<file path="src/rtl/ssp_txfifo_wm_if.sv">
// SSP TX FIFO bus: APB push side, serialiser request, control and status.
// The master drives the FIFO inputs, the slave is the FIFO itself.
interface ssp_txfifo_wm_if #(
  parameter int DATA_WIDTH = 8,
  parameter int ADDR_WIDTH = 3
);
  logic                  i_PSEL;
  logic                  i_PWRITE;
  logic [DATA_WIDTH-1:0] i_PWDATA;
  logic                  i_REQ;
  logic                  i_FLUSH;
  logic [ADDR_WIDTH:0]   i_WMARK;
  logic                  i_INTR_EN;
  logic                  i_FLAG_CLR;
  logic [DATA_WIDTH-1:0] o_TXDATA;
  logic                  o_TX_VALID;
  logic [ADDR_WIDTH:0]   o_LEVEL;
  logic                  o_FULL;
  logic                  o_EMPTY;
  logic                  o_SSPTXINTR;
  logic                  o_OVERFLOW;
  logic                  o_UNDERFLOW;

  modport master (
    output i_PSEL, i_PWRITE, i_PWDATA, i_REQ, i_FLUSH, i_WMARK, i_INTR_EN, i_FLAG_CLR,
    input  o_TXDATA, o_TX_VALID, o_LEVEL, o_FULL, o_EMPTY, o_SSPTXINTR, o_OVERFLOW, o_UNDERFLOW
  );

  modport slave (
    input  i_PSEL, i_PWRITE, i_PWDATA, i_REQ, i_FLUSH, i_WMARK, i_INTR_EN, i_FLAG_CLR,
    output o_TXDATA, o_TX_VALID, o_LEVEL, o_FULL, o_EMPTY, o_SSPTXINTR, o_OVERFLOW, o_UNDERFLOW
  );
endinterface

</file>
<file path="src/rtl/ssp_txfifo_wm.sv">
// SSP transmit FIFO: APB pushes, synchronised serialiser REQ edges pop (2 edges after the rise),
// first-word fall-through; a push while full is dropped and flagged, never stalled.
module ssp_txfifo_wm #(
  parameter int DATA_WIDTH = 8,
  parameter int ADDR_WIDTH = 3
) (
  input  logic                i_PCLK,
  input  logic                i_CLEAR_B,
  ssp_txfifo_wm_if.slave      bus
);
  localparam int DEPTH = 1 << ADDR_WIDTH;
  localparam int LVL_W = ADDR_WIDTH + 1;
  localparam logic [LVL_W-1:0] LVL_FULL = LVL_W'(DEPTH);

  logic [DATA_WIDTH-1:0] mem [DEPTH];
  logic [ADDR_WIDTH-1:0] wr_ptr;
  logic [ADDR_WIDTH-1:0] rd_ptr;
  logic [LVL_W-1:0]      level;
  logic [LVL_W-1:0]      level_nxt;
  logic                  sync1;
  logic                  sync2;
  logic                  tx_valid;
  logic                  ovf_flag;
  logic                  unf_flag;

  logic push_req;
  logic pop_req;
  logic full;
  logic empty;
  logic push_ok;
  logic pop_ok;

  assign push_req = bus.i_PSEL & bus.i_PWRITE;
  assign pop_req  = sync1 & ~sync2;
  assign full     = (level == LVL_FULL);
  assign empty    = (level == '0);
  // Space is judged on the registered level, so a same-cycle pop never makes room when full.
  assign push_ok  = push_req & ~full & ~bus.i_FLUSH;
  assign pop_ok   = pop_req & ~empty & ~bus.i_FLUSH;

  always_comb begin
    level_nxt = level;
    if (bus.i_FLUSH) begin
      level_nxt = '0;
    end else if (push_ok && !pop_ok) begin
      level_nxt = level + LVL_W'(1);
    end else if (pop_ok && !push_ok) begin
      level_nxt = level - LVL_W'(1);
    end
  end

  always_ff @(posedge i_PCLK or negedge i_CLEAR_B) begin
    if (!i_CLEAR_B) begin
      sync1 <= 1'b0;
      sync2 <= 1'b0;
    end else begin
      sync1 <= bus.i_REQ;
      sync2 <= sync1;
    end
  end

  always_ff @(posedge i_PCLK or negedge i_CLEAR_B) begin
    if (!i_CLEAR_B) begin
      wr_ptr   <= '0;
      rd_ptr   <= '0;
      level    <= '0;
      tx_valid <= 1'b0;
    end else begin
      level    <= level_nxt;
      tx_valid <= (level_nxt != '0);
      if (bus.i_FLUSH) begin
        wr_ptr <= '0;
        rd_ptr <= '0;
      end else begin
        if (push_ok) wr_ptr <= wr_ptr + ADDR_WIDTH'(1);
        if (pop_ok)  rd_ptr <= rd_ptr + ADDR_WIDTH'(1);
      end
    end
  end

  // Set beats clear when both happen on the same edge.
  always_ff @(posedge i_PCLK or negedge i_CLEAR_B) begin
    if (!i_CLEAR_B) begin
      ovf_flag <= 1'b0;
      unf_flag <= 1'b0;
    end else begin
      if (push_req && full && !bus.i_FLUSH) ovf_flag <= 1'b1;
      else if (bus.i_FLAG_CLR)              ovf_flag <= 1'b0;
      if (pop_req && empty && !bus.i_FLUSH) unf_flag <= 1'b1;
      else if (bus.i_FLAG_CLR)              unf_flag <= 1'b0;
    end
  end

  // Storage is deliberately left unreset; the head word is only meaningful while valid.
  always_ff @(posedge i_PCLK) begin
    if (push_ok) mem[wr_ptr] <= bus.i_PWDATA;
  end

  assign bus.o_TXDATA    = mem[rd_ptr];
  assign bus.o_TX_VALID  = tx_valid;
  assign bus.o_LEVEL     = level;
  assign bus.o_FULL      = full;
  assign bus.o_EMPTY     = empty;
  assign bus.o_SSPTXINTR = bus.i_INTR_EN & (level <= bus.i_WMARK);
  assign bus.o_OVERFLOW  = ovf_flag;
  assign bus.o_UNDERFLOW = unf_flag;
endmodule

</file>
<file path="src/flat_wrapper.sv">
// flat-port wrapper written by rule: the top's interface ports become plain ports
module ssp_txfifo_wm_flat 
#(
  parameter int DATA_WIDTH = 8,
  parameter int ADDR_WIDTH = 3
)
  (i_PCLK, i_CLEAR_B, bus_i_PSEL, bus_i_PWRITE, bus_i_PWDATA, bus_i_REQ, bus_i_FLUSH, bus_i_WMARK, bus_i_INTR_EN, bus_i_FLAG_CLR, bus_o_TXDATA, bus_o_TX_VALID, bus_o_LEVEL, bus_o_FULL, bus_o_EMPTY, bus_o_SSPTXINTR, bus_o_OVERFLOW, bus_o_UNDERFLOW);
  ssp_txfifo_wm_if #(.DATA_WIDTH(DATA_WIDTH), .ADDR_WIDTH(ADDR_WIDTH)) bus_i ();
  input  logic i_PCLK;
  input  logic i_CLEAR_B;
  input wire logic [$bits(bus_i.i_PSEL)-1:0] bus_i_PSEL;
  input wire logic [$bits(bus_i.i_PWRITE)-1:0] bus_i_PWRITE;
  input wire logic [$bits(bus_i.i_PWDATA)-1:0] bus_i_PWDATA;
  input wire logic [$bits(bus_i.i_REQ)-1:0] bus_i_REQ;
  input wire logic [$bits(bus_i.i_FLUSH)-1:0] bus_i_FLUSH;
  input wire logic [$bits(bus_i.i_WMARK)-1:0] bus_i_WMARK;
  input wire logic [$bits(bus_i.i_INTR_EN)-1:0] bus_i_INTR_EN;
  input wire logic [$bits(bus_i.i_FLAG_CLR)-1:0] bus_i_FLAG_CLR;
  output wire logic [$bits(bus_i.o_TXDATA)-1:0] bus_o_TXDATA;
  output wire logic [$bits(bus_i.o_TX_VALID)-1:0] bus_o_TX_VALID;
  output wire logic [$bits(bus_i.o_LEVEL)-1:0] bus_o_LEVEL;
  output wire logic [$bits(bus_i.o_FULL)-1:0] bus_o_FULL;
  output wire logic [$bits(bus_i.o_EMPTY)-1:0] bus_o_EMPTY;
  output wire logic [$bits(bus_i.o_SSPTXINTR)-1:0] bus_o_SSPTXINTR;
  output wire logic [$bits(bus_i.o_OVERFLOW)-1:0] bus_o_OVERFLOW;
  output wire logic [$bits(bus_i.o_UNDERFLOW)-1:0] bus_o_UNDERFLOW;
  assign bus_i.i_PSEL = bus_i_PSEL;
  assign bus_i.i_PWRITE = bus_i_PWRITE;
  assign bus_i.i_PWDATA = bus_i_PWDATA;
  assign bus_i.i_REQ = bus_i_REQ;
  assign bus_i.i_FLUSH = bus_i_FLUSH;
  assign bus_i.i_WMARK = bus_i_WMARK;
  assign bus_i.i_INTR_EN = bus_i_INTR_EN;
  assign bus_i.i_FLAG_CLR = bus_i_FLAG_CLR;
  assign bus_o_TXDATA = bus_i.o_TXDATA;
  assign bus_o_TX_VALID = bus_i.o_TX_VALID;
  assign bus_o_LEVEL = bus_i.o_LEVEL;
  assign bus_o_FULL = bus_i.o_FULL;
  assign bus_o_EMPTY = bus_i.o_EMPTY;
  assign bus_o_SSPTXINTR = bus_i.o_SSPTXINTR;
  assign bus_o_OVERFLOW = bus_i.o_OVERFLOW;
  assign bus_o_UNDERFLOW = bus_i.o_UNDERFLOW;
  ssp_txfifo_wm #(.DATA_WIDTH(DATA_WIDTH), .ADDR_WIDTH(ADDR_WIDTH)) u_core (.i_PCLK(i_PCLK), .i_CLEAR_B(i_CLEAR_B), .bus(bus_i));
endmodule
</file>
<file path="config.mk">
export PLATFORM = sky130hd
export DESIGN_NAME = ssp_txfifo_wm_flat
export DESIGN_NICKNAME = d
export VERILOG_FILES = /design/src/rtl/ssp_txfifo_wm_if.sv /design/src/rtl/ssp_txfifo_wm.sv /design/src/flat_wrapper.sv
export SDC_FILE = /design/constraint.sdc
export NUM_CORES = 1
export LEC_CHECK = 0
export ABC_AREA = 1
export CAP_MARGIN = 25
export CORE_UTILIZATION = 40
export CTS_BUF_LIST = sky130_fd_sc_hd__clkbuf_2
export CTS_CLUSTER_SIZE = 28
export DETAILED_ROUTE_END_ITERATION = 8
export PLACE_DENSITY = 0.71
export SLEW_MARGIN = 15
export SYNTH_ARGS = -nofsm -noshare
export SYNTH_HDL_FRONTEND = slang
export SYNTH_SLANG_ARGS = --single-unit
</file>
<file path="constraint.sdc">
create_clock -name i_PCLK -period 3.19 [get_ports i_PCLK]
set_input_delay 0.4785 -clock i_PCLK [delete_from_list [all_inputs] [get_ports i_PCLK]]
set_output_delay 0.4785 -clock i_PCLK [all_outputs]
set_load 0.1 [all_outputs]
</file>
Word level (Yosys, flattened, before mapping)
Memories as Yosys holds them, arrays and structs flattened.
Index checks and enable logic that the tools add are counted.
W data, S select, Z words.
{ "classes": {"n_addsub": 4, "mul": 0, "n_div": 0, "order_cmp": 1, "n_eq_ne": 1, "n_shift": 0, "muxes": 12, "n_bitwise": 11, "n_reduce_logical": 15} }
{ "op_table": {"columns": ["op", "n"], "rows": [
  ["$mux W3", 4],
  ["$mux W4", 3],
  ["$reduce_bool A2 Y1", 4],
  ["$and A1 B1 Y1", 7],
  ["$add A3 B1 Y3 const B", 2],
  ["$logic_and A1 B1 Y1", 6],
  ["$mux W1", 5],
  ["$add A4 B1 Y4 const B", 1],
  ["$eq A4 B4 Y1 const B", 1],
  ["$le A4 B4 Y1", 1],
  ["$logic_not A4 Y1", 1],
  ["$not A1 Y1", 4],
  ["$reduce_bool A4 Y1", 1],
  ["$sub A4 B1 Y4 const B", 1],
  ["$logic_not A1 Y1", 3]
]} }
{ "totals": {"ff_bits": 15, "latchBits": 0, "ram_bits": 64, "mem_bits_ro": 0, "output_inout_bits": 18, "wordCells": 53, "memories": 1} }
{ "memory_table": {"columns": ["memory", "depth", "width", "read_ports", "rd_ports_with_merged_regs", "wr", "line_no", "text"], "rows": [
  ["u_core.mem", 8, 8, 1, 0, 1, "ssp_txfifo_wm.sv:15", "logic [DATA_WIDTH-1:0] mem [DEPTH];"]
]} }

Depth between registers and ports, before layout
Gate-level depths: netlist of the first run.
{ "depth": {"word_depth": 10, "depth_mapped": 12, "mapped_depth_nobuf": 12} }

Worst setup path after synthesis of the first run
No wires, ideal clock.
{ "synth_path": {"path_kind": "reg2out", "from": "register u_core.level[0] (netlist: u_core.bus.o_LEVEL[0])", "to": "output port bus_o_SSPTXINTR", "t_arrival_ns": 3.774, "required_time_ns": 2.711, "setup_slack_ns": -1.063, "stages_incl_launch_ff": 5, "n_path_buf": 0, "cell_sequence": "dfrtp_1 -> inv_1 -> ha_1 -> nand4_1 -> a21boi_0"} }
{ "synth_between": {"elab_chain_cells": 2} }
{ "synth_rtl": {"columns": ["element", "line_no", "text"], "rows": [
  ["start, declared", "ssp_txfifo_wm.sv:18", "logic [LVL_W-1:0] level;"],
  ["start signal, assigned", "ssp_txfifo_wm.sv:69", "level <= level_nxt;"],
  ["$le A4 B4 Y1", "ssp_txfifo_wm.sv:104", "assign bus.o_SSPTXINTR = bus.i_INTR_EN & (level <= bus.i_WMARK);"],
  ["$and A1 B1 Y1", "ssp_txfifo_wm.sv:104", null],
  ["end, declared", "flat_wrapper.sv:24", "output wire logic [$bits(bus_i.o_SSPTXINTR)-1:0] bus_o_SSPTXINTR;"]
]} }
No other way between the ends.

Worst setup path in the final report of the first run
{ "layout_path": {"from": "register u_core.rd_ptr[0]", "to": "output port bus_o_TXDATA[4]"} }
{ "layout_between": {"elab_chain_cells": 1} }
{ "layout_rtl": {"columns": ["element", "line_no", "text"], "rows": [
  ["start, declared", "ssp_txfifo_wm.sv:17", "logic [ADDR_WIDTH-1:0] rd_ptr;"],
  ["start signal, assigned", "ssp_txfifo_wm.sv:76", "if (pop_ok) rd_ptr <= rd_ptr + ADDR_WIDTH'(1);"],
  ["$mem_v2 Z8 W8", null, null],
  ["end, declared", "flat_wrapper.sv:19", "output wire logic [$bits(bus_i.o_TXDATA)-1:0] bus_o_TXDATA;"]
]} }
No other way between the ends.

==> impl_metrics.py, run 1 <==
metrics = {
    "worst_setup_path": {
        "cp_slowest_stage_delay_ns": 0.62,
        "rr_worst_depth": 7,
        "crit_cells": 7,
        "critPathCaptureType": "output pin",
        "crit_family": "flip-flops",
        "worstPathRequired_ns": 2.71,
        "cp_slowest_cell": "dfrtp_1",
        "crit_chain": "inv_1 -> buf_4 -> o21ai_0 -> o22ai_1 -> nor2_1 -> a31oi_1 -> buf_12",
        "startpoint_type": "flop",
        "crit_buf_inv": 3,
        "crit_arrival_ns": 2.45,
        "path_class": "reg2out",
        "path_max_fanout": 32,
    },
    "routing": {
        "drcViolationCount": 0,
        "drt-total-wl_um": 6730,
        "dr.pass1.iters": 4,
        "vias": 2354,
        "viasPerCell": 5.129,
        "detail-route-antenna-nets": 0,
        "drt-initial-drc-count": 102,
        "post_drt_wl_per_cell_um": 14.66,
    },
    "layout": {
        "diodes": 0,
        "nets": 377,
        "utilization_pct": 49.57,
        "multi_input_area_um2": 979.7,
        "drive_gt1_share_pct": 14.97,
        "fill_cells": 757,
        "area_growth_pct": 19.00,
        "final_cell_count_no_fill": 459,
        "seqCellArea_mm2": 0.002297,
        "fin_area_mm2": 0.004114,
    },
    "clocking": {
        "clkTransAtPathRegs_ns": 0.24,
        "cts_setup_buffers": 0,
        "cts-root-buf": "clkbuf_2",
        "numCtsBuffers": 9,
        "clock_path_buffers": 2,
        "clock-sinks": 79,
        "cts_resized": 0,
        "cts_tree": "done",
        "cts_hold_buf": 0,
        "clock_latency_ns": 0.51,
        "htreeDepth": 3,
    },
    "timing": {
        "timing.final.crit_share_pct": 91.85,
        "max_freq_ghz": 0.3413,
        "relSlewSlack_pct": 35.60,
        "fin_tns_setup_ns": 0,
        "period_needed_ns": 2.930,
        "tightest_slew_ns": 0.9629,
        "fin_skew_ns": 0.02380,
        "hold_ws_ns": 0.3366,
        "rsz0062_at_grt": "false",
        "layout_setup_ws_ns": 0.2599,
        "finalSetupViolCount": 0,
        "slew_viol_final": 0,
        "hold_viol_final": 0,
    },
    "floorplan": {
        "fp.dieW_um": 94.97,
        "die_h_um": 94.97,
        "rows": 33,
        "start_util_pct": 41.66,
        "pin_count": 38,
        "die_area_mm2": 0.009018,
        "core_area_mm2": 0.008299,
    },
    "synthesis": {
        "syn_area_mm2": 0.003457,
        "syn-num-nets": 336,
        "syn_area_per_cell_um2": 11.22,
        "ys_seq_area_share_pct": 66.45,
        "yosys.area.top_type": "edfxtp_1",
        "synth_cells": 308,
        "yosys_warnings": 0,
        "synth_top_area_share_pct": 55.59,
        "synth_seq_cells": 79,
        "synth_cell_types": 27,
        "netlist_top_cells_area": "edfxtp_1 56%, dfrtp_1 11%, nor2_1 6.9%",
    },
    "power_and_ir_drop": {
        "p_total_mw": 2.076,
        "p_leak_nw": 1.614,
        "power.density_mw_per_mm2": 504.6,
        "ir_drop_mv": 0.2419,
    },
    "place": {
        "dp_hpwl_um": 4797,
        "portBuffers": 37,
        "place_inst": 443,
        "placed_cell_area_mm2": 0.003989,
        "preCtsSetupSlack_ns": 0.6655,
        "gp_congestion": 0.9290,
    },
    "run": {
        "cap_violations": 0,
    },
    "grt": {
        "grt_max_degree": 33,
        "grt_pass1_wl_um": 11220,
        "grt.overflow.total": 0,
        "grt_use_total_pct": 16.94,
        "grt_pass1_vias": 2396,
        "antenna_found_initial": 0,
    },
    "worst_hold_path": {
        "min_path_type": "in2async",
    },
    "status": {
        "status": "finished clean",
    },
}
routing by layer:
metal	vias up	share of wire [%]	global-route usage, %
met5	-	0	0
li1	1161	-	-
met2	51	52	29.62
met4	0	1.9	8.965
met1	1131	42	19.65
met3	11	3.7	3.140
layout by cell type, fill, tap and decap left out, drive strengths merged:
cell type / count
a21boi: 1
a21oi: 4
a31oi: 8
buf: 20
bufinv: 1
clkbuf: 9
clkdlybuf4s50: 21
clkinv: 3
clkinvlp: 1
dfrtp: 15
edfxtp: 64
ha: 8
inv: 30
nand2: 28
nand3: 19
nand4: 3
nor2: 67
nor3: 1
o21ai: 43
o22ai: 8
Yosys cell counts:
master    number
nand2_2        2
o21ai_0       41
ha_1           8
nor2_2         2
nand3_2        5
inv_1         23
nor2_1        64
edfxtp_1      64
nand3_1       14
nand2_1       24
dfrtp_1       15
buf_6          3
inv_2          3
a21boi_0       1
nand2_4        2
buf_4          2
nor3_1         1
clkbuf_1       2
inv_4          1
nor2_4         1
a31oi_1        8
o21ai_1        2
a21oi_1        4
nand4_1        3
buf_2          4
clkinv_1       1
o22ai_1        8
path summary, 6_finish.rpt:
check,startpoint,endpoint,slack [ns]
min in group i_PCLK,bus_i_REQ,u_core.sync1,0.37
setup / recovery,u_core.rd_ptr[0],bus_o_TXDATA[4],0.26
max in group asynchronous,i_CLEAR_B,u_core.wr_ptr[1],2.42
hold reg to reg,u_core.sync1,u_core.sync2,0.49
hold / removal,i_CLEAR_B,u_core.bus.o_LEVEL[2],0.34
setup reg to reg,u_core.bus.o_LEVEL[0],u_core.mem[7][4],0.99
logic make-up (layout without fill, tap and decap cells):
kind of cell               count (synthesis)  count (layout)  synth area share (%)
DFF                                       79              79                 66.45
and+or+nand+nor                          118             118                 15.42
AOI/OAI and AO/OA                         64              64                 9.917
buffers and inverters                     39              85                 5.320
adders and majority gates                  8               8                 2.896
area by class of cell:
cell class | count | share of cell area, %
clock inverters | 7 | 1.946
clock buffers | 9 | 1.095
well taps | 105 | 3.193
inverters | 28 | 2.616
flip-flops and latches | 79 | 55.84
multi-input cells | 190 | 23.81
repair buffers | 41 | 11.50
report_power, final:
| group | total, mW | internal, mW | switching [mW] |
|---|---|---|---|
| registers | 1.14 | 1.13 | 0.0124 |
| clock network | 0.570 | 0.192 | 0.377 |
| logic | 0.363 | 0.111 | 0.252 |
state kept, by name, summed over array words and instances, names as in the netlist:
| name | flops |
|---|---|
| u_core.bus.o_TX_VALID | 1 |
| u_core.wr_ptr | 3 |
| u_core.bus.o_UNDERFLOW | 1 |
| u_core.rd_ptr | 3 |
| u_core.mem | 64 |
| u_core.sync1 | 1 |
| u_core.bus.o_OVERFLOW | 1 |
| u_core.sync2 | 1 |
| u_core.bus.o_LEVEL | 4 |
No activity file was read; power rests on OpenSTA's default activity.
==> inputs of run 2 (changes only) <==
- CORE_MARGIN: not set -> 2
==> run 2 against run 1 <==
Against the previous run: core utilization about the same; routed wire length is 11% higher; setup slack better by 0.093 ns; critical path depth shrank 1; fmax up 3.3%; clock power fell by 0.9%; power is 0.22% higher; register-to-register slack better by 0.04 ns; sequential share of layout area grew 0.051 points; die area grew 4.3%.
==> impl_metrics.py, run 2 (synthesis results as in run 1) <==
metrics = {
    "run": {
        "cap_violations": 0,
    },
    "floorplan": {
        "fp.dieW_um": 96.97,
        "core_area_mm2": 0.008299,
        "rows": 33,
        "die_h_um": 96.97,
        "pin_count": 38,
        "die_area_mm2": 0.009402,
        "start_util_pct": 41.66,
    },
    "worst_hold_path": {
        "min_path_type": "in2async",
    },
    "worst_setup_path": {
        "reg2reg_slack_ns": 1.03,
        "crit_arrival_ns": 2.36,
        "startpoint_type": "flop",
        "path_max_fanout": 22,
        "worstPathRequired_ns": 2.71,
        "path_class": "reg2out",
        "critPathCaptureType": "output pin",
    },
    "grt": {
        "antenna_found_initial": 0,
        "grt_pass1_vias": 2307,
        "grt.overflow.total": 0,
        "grt_pass1_wl_um": 11760,
        "grt_max_degree": 36,
        "grt.busiest_layer": "met2",
        "grt_use_met1_pct": 21.36,
        "grt_util_met3_pct": 3.613,
        "grt_use_total_pct": 16.18,
        "met2_usage_pct": 25.80,
    },
    "clocking": {
        "cts_tree": "done",
        "clkTransAtPathRegs_ns": 0.24,
        "htreeDepth": 3,
        "clock-sinks": 79,
        "cts-root-buf": "clkbuf_2",
        "numCtsBuffers": 9,
        "clock_path_buffers": 2,
        "clock_latency_ns": 0.51,
        "cts_setup_buffers": 0,
        "cts_hold_buf": 0,
        "cts_resized": 0,
    },
    "layout": {
        "fill_cells": 724,
        "layout_common_cells": "64 x nor2_1, 64 x edfxtp_1, 41 x o21ai_0, 24 x nand2_1, 23 x inv_1",
        "largest_reg_flops": 64,
        "top_register": "u_core.mem",
        "seqCellArea_mm2": 0.002297,
        "diodes": 0,
        "multi_input_area_um2": 979.7,
        "drive_gt1_share_pct": 14.45,
        "area_growth_pct": 18.89,
        "nets": 376,
    },
    "timing": {
        "fin_skew_ns": 0.03422,
        "period_needed_ns": 2.837,
        "hold_ws_ns": 0.3340,
        "fin_tns_setup_ns": 0,
        "finalSetupViolCount": 0,
        "rsz0062_at_grt": "false",
        "tightest_slew_ns": 0.9755,
        "slew_viol_final": 0,
        "timing.final.crit_share_pct": 88.94,
        "hold_viol_final": 0,
        "max_freq_ghz": 0.3525,
        "layout_setup_ws_ns": 0.3527,
        "relSlewSlack_pct": 34.76,
    },
    "routing": {
        "dr.pass1.iters": 5,
        "vias": 2379,
        "drcViolationCount": 0,
        "drt-initial-drc-count": 311,
        "drt-total-wl_um": 7470,
        "detail-route-antenna-nets": 0,
        "post_drt_wl_per_cell_um": 16.31,
        "viasPerCell": 5.194,
    },
    "place": {
        "preCtsSetupSlack_ns": 0.7219,
        "portBuffers": 37,
        "dp_hpwl_um": 5407,
        "gp_congestion": 0.8475,
    },
    "power_and_ir_drop": {
        "power.switching_uw": 639.8,
        "p_leak_nw": 1.611,
        "power.density_mw_per_mm2": 506.2,
        "ir_drop_mv": 0.2766,
        "switching_share_pct": 30.75,
        "power_frac_seq_pct": 54.8,
        "combPwrFrac_pct": 18.0,
        "p_int_mw": 1.441,
        "clkPwrFrac_pct": 27.2,
    },
    "status": {
        "status": "finished clean",
    },
}
run 2: power by group through the flow:
stage	Combinational, mW	Sequential (mW)	Clock [mW]
finish	0.375	1.14	0.565
global route	0.397	1.14	0.621
CTS	0.377	1.14	0.574
detailed placement	0.376	1.16	0
global placement	0.372	1.16	0
floorplan	0.195	1.21	0
run 2: path summary, 6_finish.rpt:
check | startpoint | end | cells past startpoint
worst max-delay path | u_core.rd_ptr[0] | bus_o_TXDATA[1] | 6
worst min-delay path | i_CLEAR_B | u_core.bus.o_TX_VALID | 1
worst max register to register | u_core.bus.o_LEVEL[0] | u_core.mem[6][5] | 7
worst min register to register | u_core.sync1 | u_core.sync2 | 0
max in group asynchronous | i_CLEAR_B | u_core.bus.o_LEVEL[3] | 1
min in group i_PCLK | bus_i_REQ | u_core.sync1 | 1
run 2: per-stage QoR:
step / cells / power (mW) / cell area (µm²) / utilization (%)
after floorplan: 308 / 1.405 / 3461 / -
after global placement: 442 / 1.534 / 3984 / 48.00
after detailed placement: 442 / 1.538 / 3984 / 48.00
after CTS: 458 / 2.091 / 4110 / 49.53
after global routing: 458 / 2.160 / 4110 / 49.53
final: 458 / 2.080 / 4110 / 49.53
run 2: final cells by class:
cell class | instances | share of cell area [%]
Timing Repair Buffer | 40 | 11.39
Tap cell | 105 | 3.196
Multi-Input combinational cell | 190 | 23.84
Clock inverter | 6 | 1.857
Inverter | 28 | 2.618
Sequential cell | 79 | 55.89
Clock buffer | 10 | 1.218
run 2: worst max-delay path, cell delays in order, from the launching register on:
cell	delay, ns
dfrtp_1	0.43
inv_1	0.45
o21ai_0	0.20
o22ai_1	0.24
nor2_1	0.07
a31oi_1	0.26
buf_12	0.22
run 2: per-layer routing:
layer | up-vias | part of all wire (%)
li1 | 1155 | -
met1 | 1126 | 42
met2 | 85 | 48
met3 | 13 | 7.0
met4 | 0 | 2.2
met5 | - | 0
==> inputs of run 3 (changes only) <==
- GPL_TIMING_DRIVEN: not set -> 0
==> run 3 against run 2 <==
Against the previous run: first-iteration DRC count shrank 41%; cell count grew 1.7%; power down 0.45%; combinational power fell by 8.3%; count of clock-buffer cells in the layout fell by 1.
==> impl_metrics.py, run 3 (synthesis results as in run 1) <==
metrics = {
    "grt": {
        "antenna_found_initial": 0,
        "grt_pass1_vias": 2492,
        "grt_pass1_wl_um": 12670,
        "grt.overflow.total": 0,
        "grt_max_degree": 17,
        "grt_use_total_pct": 17.31,
    },
    "clocking": {
        "cts_setup_buffers": 0,
        "clkTransAtPathRegs_ns": 0.25,
        "clock_latency_ns": 0.55,
        "cts-root-buf": "clkbuf_2",
        "clock_path_buffers": 2,
        "cts_hold_buf": 0,
        "htreeDepth": 3,
        "cts_tree": "done",
        "clock-sinks": 79,
        "numCtsBuffers": 9,
    },
    "floorplan": {
        "rows": 33,
        "start_util_pct": 41.66,
        "core_area_mm2": 0.008299,
        "fp.dieW_um": 96.97,
        "die_area_mm2": 0.009402,
        "pin_count": 38,
        "die_h_um": 96.97,
    },
    "power_and_ir_drop": {
        "p_int_mw": 1.417,
        "p_leak_nw": 1.595,
        "power_frac_seq_pct": 55.0,
        "combPwrFrac_pct": 16.6,
        "power.density_mw_per_mm2": 508.7,
        "clkPwrFrac_pct": 28.4,
        "ir_drop_mv": 0.2366,
        "power.switching_uw": 653.6,
        "switching_share_pct": 31.56,
    },
    "routing": {
        "drt-initial-drc-count": 183,
        "detail-route-antenna-nets": 0,
        "viasPerCell": 5.206,
        "dr.pass1.iters": 4,
        "vias": 2426,
        "drt-total-wl_um": 7561,
        "post_drt_wl_per_cell_um": 16.23,
        "drcViolationCount": 0,
    },
    "layout": {
        "largest_reg_flops": 64,
        "layout_common_cells": "64 x nor2_1, 64 x edfxtp_1, 41 x o21ai_0, 26 x clkdlybuf4s50_1, 24 x nand2_1",
        "drive_gt1_share_pct": 14.13,
        "nets": 384,
        "area_growth_pct": 17.77,
        "top_register": "u_core.mem",
        "diodes": 0,
    },
    "worst_setup_path": {
        "crit_chain": "buf_6 -> inv_1 -> clkbuf_1 -> o21ai_0 -> a31oi_1 -> clkdlybuf4s15_2",
        "cp_slowest_cell": "clkdlybuf4s15_2",
        "path_class": "reg2out",
        "startpoint_type": "flop",
        "cp_slowest_stage_delay_ns": 0.58,
        "worstPathRequired_ns": 2.71,
        "path_max_fanout": 10,
        "crit_arrival_ns": 2.54,
        "critPathCaptureType": "output pin",
    },
    "place": {
        "gp_congestion": 0.7850,
        "portBuffers": 37,
        "dp_hpwl_um": 5256,
        "preCtsSetupSlack_ns": -0.09415,
    },
    "timing": {
        "relSlewSlack_pct": 34.39,
        "slew_viol_final": 0,
        "period_needed_ns": 3.017,
        "layout_setup_ws_ns": 0.1731,
        "timing.final.crit_share_pct": 94.57,
        "max_freq_ghz": 0.3315,
        "finalSetupViolCount": 0,
        "fin_skew_ns": 0.05493,
        "hold_viol_final": 0,
        "hold_ws_ns": 0.3216,
        "tightest_slew_ns": 0.9811,
        "rsz0062_at_grt": "false",
    },
    "status": {
        "status": "finished clean",
    },
    "worst_hold_path": {
        "min_path_type": "in2async",
    },
    "run": {
        "cap_violations": 0,
    },
}
run 3: worst paths after layout:
| check | start | endpoint | slack (ns) | cells past startpoint |
|---|---|---|---|---|
| hold reg to reg | u_core.sync1 | u_core.sync2 | 0.48 | 0 |
| setup / recovery | u_core.rd_ptr[0] | bus_o_TXDATA[1] | 0.17 | 6 |
| hold / removal | i_CLEAR_B | u_core.bus.o_LEVEL[3] | 0.32 | 1 |
| max in group asynchronous | i_CLEAR_B | u_core.rd_ptr[1] | 2.40 | 1 |
| min in group i_PCLK | bus_i_REQ | u_core.sync1 | 0.35 | 1 |
| setup reg to reg | u_core.bus.o_LEVEL[0] | u_core.mem[4][0] | 0.90 | 7 |
run 3: layer usage:
| layer | vias up | GRT usage, % | share of wire, % |
|---|---|---|---|
| met3 | 9 | 4.191 | 5.3 |
| met5 | - | 0 | 0 |
| met4 | 0 | 6.284 | 1.5 |
| met1 | 1181 | 21.67 | 44 |
| met2 | 64 | 29.22 | 50 |
| li1 | 1172 | - | - |
run 3: power by group through the flow:
stage | clock (mW) | combinational (mW) | sequential (mW)
2_1_floorplan | 0 | 0.195 | 1.21
3_3_place_gp | 0 | 0.346 | 1.16
3_5_place_dp | 0 | 0.353 | 1.16
4_1_cts | 0.597 | 0.348 | 1.14
5_1_grt | 0.650 | 0.367 | 1.14
6_report | 0.588 | 0.344 | 1.14
run 3: layout make-up:
class / instances / area, µm²
multi-input cells: 190 / 979.7
well taps: 105 / 131.4
clock inverters: 7 / 86.33
fillers: 732 / 4228
inverters: 28 / 107.6
repair buffers: 37 / 347.8
plain buffers: 11 / 76.32
clock buffers: 9 / 45.04
flip-flops and latches: 79 / 2297
run 3: critical path: cells and delay by family, from the launching register on:
kind                   cells  cell delay [ns]
buffers and inverters      4             1.21
AOI/OAI and AO/OA          2             0.35
DFF                        1             0.45
run 3: per-stage QoR:
step | total power, mW | TNS [ns] | util (%) | std cells | area [µm²]
4_1_cts | 2.085 | -0.1642 | 49.39 | 466 | 4099
5_1_grt | 2.159 | 0 | 49.06 | 466 | 4071
2_1_floorplan | 1.405 | 0 | - | 308 | 3461
3_3_place_gp | 1.508 | -0.05235 | 47.75 | 450 | 3963
6_report | 2.071 | 0 | 49.06 | 466 | 4071
3_5_place_dp | 1.515 | -0.09415 | 47.75 | 450 | 3963
run 3: repair_timing:
action / 4_1_cts / 5_1_grt
setup endpoints to repair: 11 / 7
gates resized for setup: 33 / 12
pin swaps: 0 / 0
